### src/rtl/mem_port_arbiter.sv
// Arbitrates a single-port memory between instruction fetch and data access.
// Data wins ties; a lost-arbitration counter forces a fetch grant after MAX_WAIT losses.
module mem_port_arbiter #(
    parameter int unsigned ADDR_W   = 32,
    parameter int unsigned DATA_W   = 32,
    parameter int unsigned MAX_WAIT = 3
) (
    input  logic              clk,
    input  logic              reset,
    input  logic              if_req,
    input  logic [ADDR_W-1:0] if_addr,
    output logic              if_gnt,
    output logic              if_valid,
    output logic [DATA_W-1:0] if_rdata,
    input  logic              dm_req,
    input  logic              dm_we,
    input  logic [ADDR_W-1:0] dm_addr,
    input  logic [DATA_W-1:0] dm_wdata,
    output logic              dm_gnt,
    output logic              dm_valid,
    output logic [DATA_W-1:0] dm_rdata,
    output logic              mem_req,
    output logic              mem_we,
    output logic [ADDR_W-1:0] mem_addr,
    output logic [DATA_W-1:0] mem_wdata,
    input  logic              mem_ready,
    input  logic [DATA_W-1:0] mem_rdata
);

    localparam int unsigned     CntW   = $clog2(MAX_WAIT + 1);
    localparam logic [CntW-1:0] MaxCnt = CntW'(MAX_WAIT);

    typedef enum logic [1:0] {
        StIdle,
        StBusyIf,
        StBusyDm
    } state_e;

    state_e            state_q, state_d;
    logic [CntW-1:0]   wait_cnt_q, wait_cnt_d;
    logic              mem_req_q, mem_req_d;
    logic              mem_we_q, mem_we_d;
    logic [ADDR_W-1:0] mem_addr_q, mem_addr_d;
    logic [DATA_W-1:0] mem_wdata_q, mem_wdata_d;
    logic              if_valid_q, if_valid_d;
    logic [DATA_W-1:0] if_rdata_q, if_rdata_d;
    logic              dm_valid_q, dm_valid_d;
    logic [DATA_W-1:0] dm_rdata_q, dm_rdata_d;

    logic idle;
    logic if_wins;

    // Grants are suppressed while reset is held low.
    always_comb begin
        idle    = reset && (state_q == StIdle);
        if_wins = if_req && (!dm_req || (wait_cnt_q == MaxCnt));
        if_gnt  = idle && if_wins;
        dm_gnt  = idle && dm_req && !if_wins;
    end

    always_comb begin
        state_d     = state_q;
        wait_cnt_d  = wait_cnt_q;
        mem_req_d   = mem_req_q;
        mem_we_d    = mem_we_q;
        mem_addr_d  = mem_addr_q;
        mem_wdata_d = mem_wdata_q;
        if_valid_d  = 1'b0;
        if_rdata_d  = if_rdata_q;
        dm_valid_d  = 1'b0;
        dm_rdata_d  = dm_rdata_q;

        unique case (state_q)
            StIdle: begin
                if (if_gnt || !if_req) begin
                    wait_cnt_d = '0;
                end else if (dm_gnt && (wait_cnt_q != MaxCnt)) begin
                    wait_cnt_d = wait_cnt_q + CntW'(1);
                end

                if (dm_gnt) begin
                    state_d     = StBusyDm;
                    mem_req_d   = 1'b1;
                    mem_we_d    = dm_we;
                    mem_addr_d  = dm_addr;
                    mem_wdata_d = dm_wdata;
                end else if (if_gnt) begin
                    state_d     = StBusyIf;
                    mem_req_d   = 1'b1;
                    mem_we_d    = 1'b0;
                    mem_addr_d  = if_addr;
                    mem_wdata_d = '0;
                end
            end
            StBusyIf: begin
                if (mem_ready) begin
                    state_d    = StIdle;
                    mem_req_d  = 1'b0;
                    if_valid_d = 1'b1;
                    if_rdata_d = mem_rdata;
                end
            end
            StBusyDm: begin
                if (mem_ready) begin
                    state_d    = StIdle;
                    mem_req_d  = 1'b0;
                    dm_valid_d = 1'b1;
                    // Stores leave the last load data visible.
                    if (!mem_we_q) begin
                        dm_rdata_d = mem_rdata;
                    end
                end
            end
            default: begin
                state_d   = StIdle;
                mem_req_d = 1'b0;
            end
        endcase
    end

    always_ff @(posedge clk) begin
        if (!reset) begin
            state_q     <= StIdle;
            wait_cnt_q  <= '0;
            mem_req_q   <= 1'b0;
            mem_we_q    <= 1'b0;
            mem_addr_q  <= '0;
            mem_wdata_q <= '0;
            if_valid_q  <= 1'b0;
            if_rdata_q  <= '0;
            dm_valid_q  <= 1'b0;
            dm_rdata_q  <= '0;
        end else begin
            state_q     <= state_d;
            wait_cnt_q  <= wait_cnt_d;
            mem_req_q   <= mem_req_d;
            mem_we_q    <= mem_we_d;
            mem_addr_q  <= mem_addr_d;
            mem_wdata_q <= mem_wdata_d;
            if_valid_q  <= if_valid_d;
            if_rdata_q  <= if_rdata_d;
            dm_valid_q  <= dm_valid_d;
            dm_rdata_q  <= dm_rdata_d;
        end
    end

    assign mem_req   = mem_req_q;
    assign mem_we    = mem_we_q;
    assign mem_addr  = mem_addr_q;
    assign mem_wdata = mem_wdata_q;
    assign if_valid  = if_valid_q;
    assign if_rdata  = if_rdata_q;
    assign dm_valid  = dm_valid_q;
    assign dm_rdata  = dm_rdata_q;

endmodule

### config.mk
export PLATFORM = sky130hd
export DESIGN_NAME = mem_port_arbiter
export DESIGN_NICKNAME = d
export VERILOG_FILES = /design/src/rtl/mem_port_arbiter.sv
export SDC_FILE = /design/constraint.sdc
export NUM_CORES = 1
export LEC_CHECK = 0
export CAP_MARGIN = 20
export CORE_AREA = 4 4 139 141
export CTS_CLUSTER_DIAMETER = 40
export DETAILED_ROUTE_END_ITERATION = 10
export DIE_AREA = 0 0 143 145
export PLACE_DENSITY = 0.74
export SLEW_MARGIN = 20
export SYNTH_ARGS = -nofsm -noshare
export SYNTH_HDL_FRONTEND = slang
export SYNTH_SLANG_ARGS = --single-unit
### constraint.sdc
create_clock -name clk -period 3.2 [get_ports clk]
set_input_delay 0.64 -clock clk [delete_from_list [all_inputs] [get_ports clk]]
set_output_delay 0.64 -clock clk [all_outputs]
set_load 0.1 [all_outputs]
==> flow_metrics.tcl <==
set metrics [dict create \
    worstHoldPathType "flip-flop to flip-flop" \
    maxSlewHeadroom_pct 57.33 \
    setup_viol 0 \
    clk-insertion-delay-late_ns 0.40 \
    outcome "completed" \
    htreeDepth 4 \
    num_rows 49 \
    peakVddDrop_mv 0.4079 \
    final_common_cell "buf_4" \
    netlist.area_leader.share_pct 50.59 \
    max_freq_ghz 0.4020 \
    diodes 0 \
    gp_congestion 0.7563 \
    r2r_cells 7 \
    wire_per_inst_um 16.04 \
    clkSlewWorstSetupHoldPaths_ns 0.05 \
    vias 5314 \
    yosys.area.top_type "dfxtp_1" \
    yosysUniqueCellTypes 29 \
    design_area_sq_um 8508 \
    postSynthNetCount 755 \
    slew_violations 0 \
    nets 1000 \
    grt_usage_pct 16.71 \
    placement.cell_area_sq_um 7913 \
    power_density_nw_per_um2 849.3 \
    finalCritPeriodShare_pct 77.74 \
    grt_first_pass_wirelength_um 27860 \
    clockBufferDepth 2 \
    finalHoldViolations 0 \
    avgSynthCellArea_sq_um 8.722 \
    antenna_found_initial 0 \
    worstPathMaxFanout 6 \
    critPathLaunch "dm_req" \
    rsz0062_at_grt "false" \
    cp.required_ns 2.56 \
    holdPathEnd "dm_rdata[6]" \
    io_pins 268 \
    cts_hold_buf 0 \
    rr_endpoint "mem_addr[29]" \
    post-route-drc-count 0 \
    detail_route.iter0.violations 220 \
    cts_setup_buffers 0 \
    numCtsBuffers 17 \
    worst-r2r-setup-slack_ns 1.44 \
    die_h_um 145 \
    cts_tree "yes" \
    core_sq_um 17960 \
    cts_root_buffer "clkbuf_16" \
    critical_path_class "input pin to output pin" \
    area_growth_pct 58.10 \
    synth_area_sq_um 5381 \
    synth_area_leaders "dfxtp_1 51%, a21boi_0 9.2%, nand2_1 9.2%, a32oi_1 5.4%, a211oi_1 4.5%" \
    seq_area_frac_synth_pct 50.59 \
    initial_utilization_pct 29.96 \
    critPathArrivalTime_ns 1.85 \
    fin_tns_setup_ns 0 \
    grt-ovfl-total 0 \
    worst_pin_slew_ns 0.6400 \
    end_kind "output pin" \
    cap_violations 0 \
    yosys_warnings 0 \
    first_pass_iters 4 \
    drive_gt1_share_pct 20.85 \
    cts_sinks 136 \
    hold_depth 2 \
    grt_max_degree 76 \
    p_leak_nw 3.306 \
    hp-start "dm_rdata[6]" \
    finClkSkew_ns 0.006059 \
    dp_hpwl_um 12350 \
    grt_pass1_vias 5290 \
    layout_common_cells "148 x buf_4, 136 x dfxtp_1, 132 x nand2_1, 132 x clkdlybuf4s50_1, 66 x a21boi_0" \
    n_fill_cell 1747 \
    die_w_um 143 \
    port-buffer-count 267 \
    synth-seq-cells 136 \
    period_needed_ns 2.488 \
    post_cts_resized 0 \
    syn_inst 617 \
    rr_startpoint "state_q[0]" \
    postRouteAntennaNets 0 \
    dieArea_sq_um 20740 \
    crit_path_start_kind "input pin" \
    drt_wl_total_um 17670 \
    vias_per_cell 4.822 \
]
-- area by class of cell --
type,instances,area [sq um],share of cell area (%)
flip-flops and latches,136,2723,32.00
repair buffers,283,2492,29.29
well taps,229,286.5,3.368
clock inverters,8,121.4,1.426
clock buffers,22,474.2,5.574
inverters,4,15.01,0.1765
multi-input cells,420,2396,28.16
-- cell usage after synthesis --
cell type / number
o211a_1: 1
a21boi_0: 66
nand2_1: 132
nand2b_1: 2
nor2_1: 33
o211ai_2: 1
nand3_1: 3
inv_1: 4
and2_0: 1
clkbuf_2: 1
buf_2: 24
buf_4: 3
and2_1: 1
a21oi_1: 2
o21ai_0: 32
nor3_1: 32
mux2i_1: 1
clkbuf_1: 29
a32oi_1: 33
a211oi_1: 32
nor2b_1: 34
o2bb2ai_1: 1
nand2_2: 1
dfxtp_1: 136
ha_1: 4
nand3b_1: 2
o221a_2: 1
and3b_1: 2
and3_1: 3
-- per-stage QoR --
| step | hold slack (ns) | worst slack (ns) | utilization (%) | std cells | total power [mW] |
|---|---|---|---|---|---|
| floorplan | 0.4467 | 0.1542 | - | 617 | 4.465 |
| global placement | 0.4519 | 0.7179 | 44.05 | 1072 | 5.264 |
| detailed placement | 0.4581 | 0.7043 | 44.05 | 1072 | 5.285 |
| CTS | 0.4659 | 0.7034 | 47.36 | 1102 | 7.307 |
| global route | 0.4767 | 0.6612 | 47.36 | 1102 | 7.553 |
| finish | 0.4596 | 0.7123 | 47.36 | 1102 | 7.226 |
-- critical path: stages --
cell and delay [ns]:
clkdlybuf4s50_1 0.61, and3_1 0.23, nand2_2 0.08, inv_1 0.10
buf_12 0.18
-- logic make-up (layout without fill, tap and decap cells) --
group	count (synthesis)	count (layout)	share of synthesized area (%)
mux	1	1	0.1860
compound gates	169	169	22.99
fa+ha+maj	4	4	0.9301
buf+inv	61	317	5.045
simple gates	246	246	20.25
flops	136	136	50.59
-- how the worst max path moves through the flow --
stage / endpoint / slack, ns
floorplan: if_gnt / 0.15
global placement: dm_gnt / 0.72
detailed placement: dm_gnt / 0.70
CTS: dm_gnt / 0.70
global route: dm_gnt / 0.66
finish: dm_gnt / 0.71
-- registers in the layout (all words and copies together), names as in the netlist, 2 cells and up --
register and count:
dm_rdata 32, if_rdata 32, mem_addr 32, mem_wdata 32
state_q 2, wait_cnt_q 2
-- per-layer routing --
layer  wire (um)  vias up  track usage [%]
li1            -     2629                -
met4         408        0            5.894
met1        7335     2433            19.94
met2        8173      228            27.47
met5           0        -                0
met3        1757       24            6.219
-- power by group --
part / switching, mW / internal (mW)
Combinational: 2.41 / 0.755
Sequential: 0.133 / 1.94
Clock: 0.708 / 1.28
(Power assumes the default switching activity.)
==> variant 1: new RTL, config.mk and constraints unchanged <==
Make the reset (`reset`) asynchronous in one clocked block.
--- a/src/rtl/mem_port_arbiter.sv
+++ b/src/rtl/mem_port_arbiter.sv
@@ -118,7 +118,7 @@
         endcase
     end
 
-    always_ff @(posedge clk) begin
+    always_ff @(posedge clk or negedge reset) begin
         if (!reset) begin
             state_q     <= StIdle;
             wait_cnt_q  <= '0;
Function: differs if reset is asserted again (counterexample within 4 cycles, from zero or initial values and one cycle with reset low); with reset held inactive, the same outputs for 4 cycles.
==> variant 1 against the unedited design <==
Sequential cell count unchanged; hold slack worse by 0.39 ns; design area increased by 0.21%; wire length shrank 12%; area after synthesis rose by 0.12%; register-to-register slack got worse by 0.54 ns; critical endpoint unchanged; worst setup slack got worse by 0.28 ns.
Power is left out: the tool's default activity adds up to more than one toggle a clock period on the data nets, which glitch-free logic cannot reach.
==> variant 1: results (changes against the unedited design) <==
place_hpwl_microns: 11800  # -4.4%
status: "finished clean"
synthTopCellsByCount: "dfrtp_1, mux2_2, a22o_1"
cp.arrival_ns: 2.12  # +0.27 ns
synth_nets: 509  # -33%
grt_pass1_wl_microns: 24200  # -13%
vias: 4195  # -21%
grt_pass1_vias: 4508  # -15%
vias_per_cell: 4.75  # -1.6%
skew_ns: 0.00887  # +0.00281 ns
synth.distinct_cells: 31  # +6.9%
synth_area_leaders: "dfrtp_1, mux2_2, a22o_1"
io_buffers: 267  # unchanged
slew_headroom_pct: 41.5  # -16 points
globalplace.congestion: 0.835  # +10%
avgSynthCellArea_sq_um: 14.5  # +67%
clkTransAtPathRegs_ns: 0.06
worst-path-max-fanout: 16  # +10
grt_usage_pct: 14.8  # -1.9 points
grt_start_max_net_pins: 71  # -6.6%
placed_cells: 852  # -21%
drt_iter0_markers: 131  # -40%
async_flop_share_pct: 100  # +100 points
cts_resized: 0  # unchanged
wl_per_cell_microns: 17.5  # +9.4%
hold_path.class: "in2async"
synth-seq-area-share_pct: 63.2  # +13 points
drive_above_1_share_pct: 36.8  # +16 points
final_nets: 780  # -22%
place_ws_ns: 0.487  # -0.217 ns
## variant 1: cell count changes after synthesis, moves of 25 or more
cell and change:
dfrtp_1 +136, dfxtp_1 -136, nand2_1 -123, a21boi_0 -66
mux2_2 +63, a22o_1 +35, a32oi_1 -33, nor2b_1 -33
a211oi_1 -32, nor2_1 -32, nor3_1 -32, o21ai_0 -32
and2_1 +26, a221o_1 +25
## variant 1: cells by family (layout without fill, tap and decap cells)
group | count (synthesis) | after routing | share of synthesized area (%)
simple gates | 45 | 45 | 4.85
buf+inv | 40 | 324 | 4.18
mux | 66 | 66 | 13.7
compound gates | 80 | 80 | 13.1
flops | 136 | 136 | 63.2
fa+ha+maj | 4 | 4 | 0.929
## variant 1: critical path, cell delays in order (launching register included)
cell     delay [ns]
dfrtp_1        0.40
inv_1          0.10
ha_1           0.34
nand3_2        0.22
or2_1          0.34
inv_8          0.14
buf_12         0.18
## variant 1: area by class of cell
| class | instances | area [sq um] |
|---|---|---|
| inverter | 15 | 63.8 |
| fill | 1607 | 9440 |
| tap | 229 | 287 |
| sequential | 136 | 3400 |
| clock inverter | 11 | 121 |
| multi-input combinational | 195 | 1760 |
| timing repair buffer | 277 | 2440 |
| clock buffer | 21 | 450 |
## variant 1: layer usage
metal,track usage (%),wire length (microns)
met5,0,0
met4,4.85,299
met3,4.90,1300
met2,24.7,7760
met1,17.9,6150
## variant 1: path summary, 6_finish.rpt
check | cells past startpoint | slack (ns) | start | end
min reg2reg | 1 | 0.49 | mem_req$_DFFE_PN0P_ | mem_req$_DFFE_PN0P_
max reg2reg | 7 | 0.90 | state_q[0]$_DFFE_PN0P_ | mem_addr[11]$_DFFE_PN0P_
max | 6 | 0.44 | state_q[0]$_DFFE_PN0P_ | dm_gnt
max in group asynchronous | 3 | 1.63 | reset | mem_addr[26]$_DFFE_PN0P_
min in group clk | 1 | 0.49 | mem_req$_DFFE_PN0P_ | mem_req$_DFFE_PN0P_
min | 1 | 0.07 | reset | mem_wdata[17]$_DFFE_PN0P_
## variant 1: metrics by stage
stage | utilization, % | cell area (sq um)
3_3_place_gp | 44.3 | 7950
3_5_place_dp | 44.3 | 7950
6_report | 47.5 | 8530
5_1_grt | 47.5 | 8530
4_1_cts | 47.5 | 8530
2_1_floorplan | - | 5390
==> variant 2: new RTL, same flow settings <==
Without the edit above. Change the parameter `DATA_W` from 32 to 64.
--- a/src/rtl/mem_port_arbiter.sv
+++ b/src/rtl/mem_port_arbiter.sv
@@ -2,7 +2,7 @@
 // Data wins ties; a lost-arbitration counter forces a fetch grant after MAX_WAIT losses.
 module mem_port_arbiter #(
     parameter int unsigned ADDR_W   = 32,
-    parameter int unsigned DATA_W   = 32,
+    parameter int unsigned DATA_W   = 64,
     parameter int unsigned MAX_WAIT = 3
 ) (
     input  logic              clk,
Interface: changed (5 resized); port bits go from 268 to 428. No check against the original RTL was run, so the function may have changed too.
==> variant 2 against the unedited design <==
Worst setup slack worse by 0.13 ns; power is 69% higher; hold slack is essentially flat; sequential cell count increased by 96; design area increased by 65%; clock power up 94%; utilization increased by 31 points; wire length grew 83%; non-clock buffer count up 157; sequential share of layout area increased by 1.1 points; area after synthesis rose by 69%; largest power group unchanged.
==> variant 2: results (changes against the unedited design) <==
whs_endpoint: "if_rdata[38]$_SDFFE_PN0P_"
grt_use_met1_pct: 32.7  # +13 points
synthTopCellsByCount: "nand2_1, dfxtp_1, a21boi_0"
p_comb_share_pct: 40.1  # -3.7 points
slowest_delay_ns: 0.43  # -0.18 ns
place_hpwl_microns: 21900  # +77%
final_nets: 1591  # +59%
fin_hold_ws_ns: 0.460  # +0.000124 ns
io_buffers: 427  # +60%
cts_buffer_depth: 3  # +1
grt_pass1_vias: 8470  # +60%
p_leak_uw: 0.00545  # +65%
grt_pass1_wl_microns: 48000  # +72%
status: "finished clean"
synth_area_leaders: "dfxtp_1, a21boi_0, nand2_1"
synth_nets: 1205  # +60%
worst-path-max-fanout: 11  # +5
critPathLaunch: "state_q[0]$_SDFFE_PN0P_"
antenna_found_initial: 2  # +2
met2_usage_pct: 49.2  # +22 points
worst_pin_slew_ns: 0.711  # +0.0709 ns
avgSynthCellArea_sq_um: 9.05  # +3.8%
globalplace.congestion: 0.844  # +12%
clkTransAtPathRegs_ns: 0.05  # about the same
place_ws_ns: 0.651  # -0.0532 ns
synth-seq-area-share_pct: 51.2  # +0.56 points
h-tree-depth: 2  # -2
skew_ns: 0.0193  # +0.0132 ns
root_buffer: "clkbuf_16"
met3WireLength_microns: 3050  # +73%
drive_above_1_share_pct: 23.9  # +3.1 points
clk_latency_ns: 0.50  # +0.10 ns
worstHoldStart: "if_rdata[38]$_SDFFE_PN0P_"
reg2reg_depth: 6  # -1
routed_wl_microns: 32300  # +83%
use_met3_pct: 9.21  # +3.0 points
vias_per_cell: 5.35  # +11%
worstReg2RegEnd: "mem_wdata[5]$_SDFFE_PN0P_"
grt_start_max_net_pins: 208  # +170%
cts_resized: 0  # unchanged
cts_made_buffers: 35  # +18
async_flop_share_pct: 0  # unchanged
hold_path_depth: 2  # unchanged
synth.distinct_cells: 32  # +10%
crit_end: "dm_gnt"
ir_drop_mv: 0.628  # +54%
wl_met1_microns: 11700  # +60%
wl_met2_microns: 15900  # +94%
regToRegSetupSlack_ns: 0.97  # -0.47 ns
cp_slowest_cell: "ha_1"
post_cts_buffers: 0  # unchanged
fillers: 1315  # -25%
cp.arrival_ns: 1.98  # +0.13 ns
first_pass_iters: 5  # +1
crit_family: "adder cells"
drt_iter0_markers: 532  # +140%
grt_usage_pct: 29.1  # +12 points
fmax_mhz: 382  # -4.9%
p_clk_share_pct: 31.6  # +4.1 points
power_switching_uw: 5350  # +65%
[variant 2: logic make-up after synthesis]
family                     count (synthesis)  synth area share [%]
AOI/OAI and AO/OA                        265                  23.7
adders and majority gates                  4                 0.551
buffers and inverters                     95                  4.96
DFF                                      232                  51.2
muxes                                      1                 0.110
and+or+nand+nor                          406                  19.6
[variant 2: metrics by stage]
stage                     instances  total power (uW)  area (sq um)  utilization [%]
final                          1645             12200         14000             78.0
after global routing           1645             12600         14000             78.0
after CTS                      1643             12300         14000             78.0
after detailed placement       1581              8420         12800             71.4
after global placement         1581              8380         12800             71.4
after floorplan                1003              7210          9080                -
[variant 2: area by class of cell]
class	count	area, sq um	share of cell area (%)
Timing Repair Buffer	440	3880	27.7
Antenna cell	2	5.00	0.0357
Sequential cell	232	4640	33.1
Multi-Input combinational cell	676	3990	28.5
Clock buffer	41	918	6.55
Inverter	4	15.0	0.107
Tap cell	229	287	2.04
Clock inverter	21	269	1.92
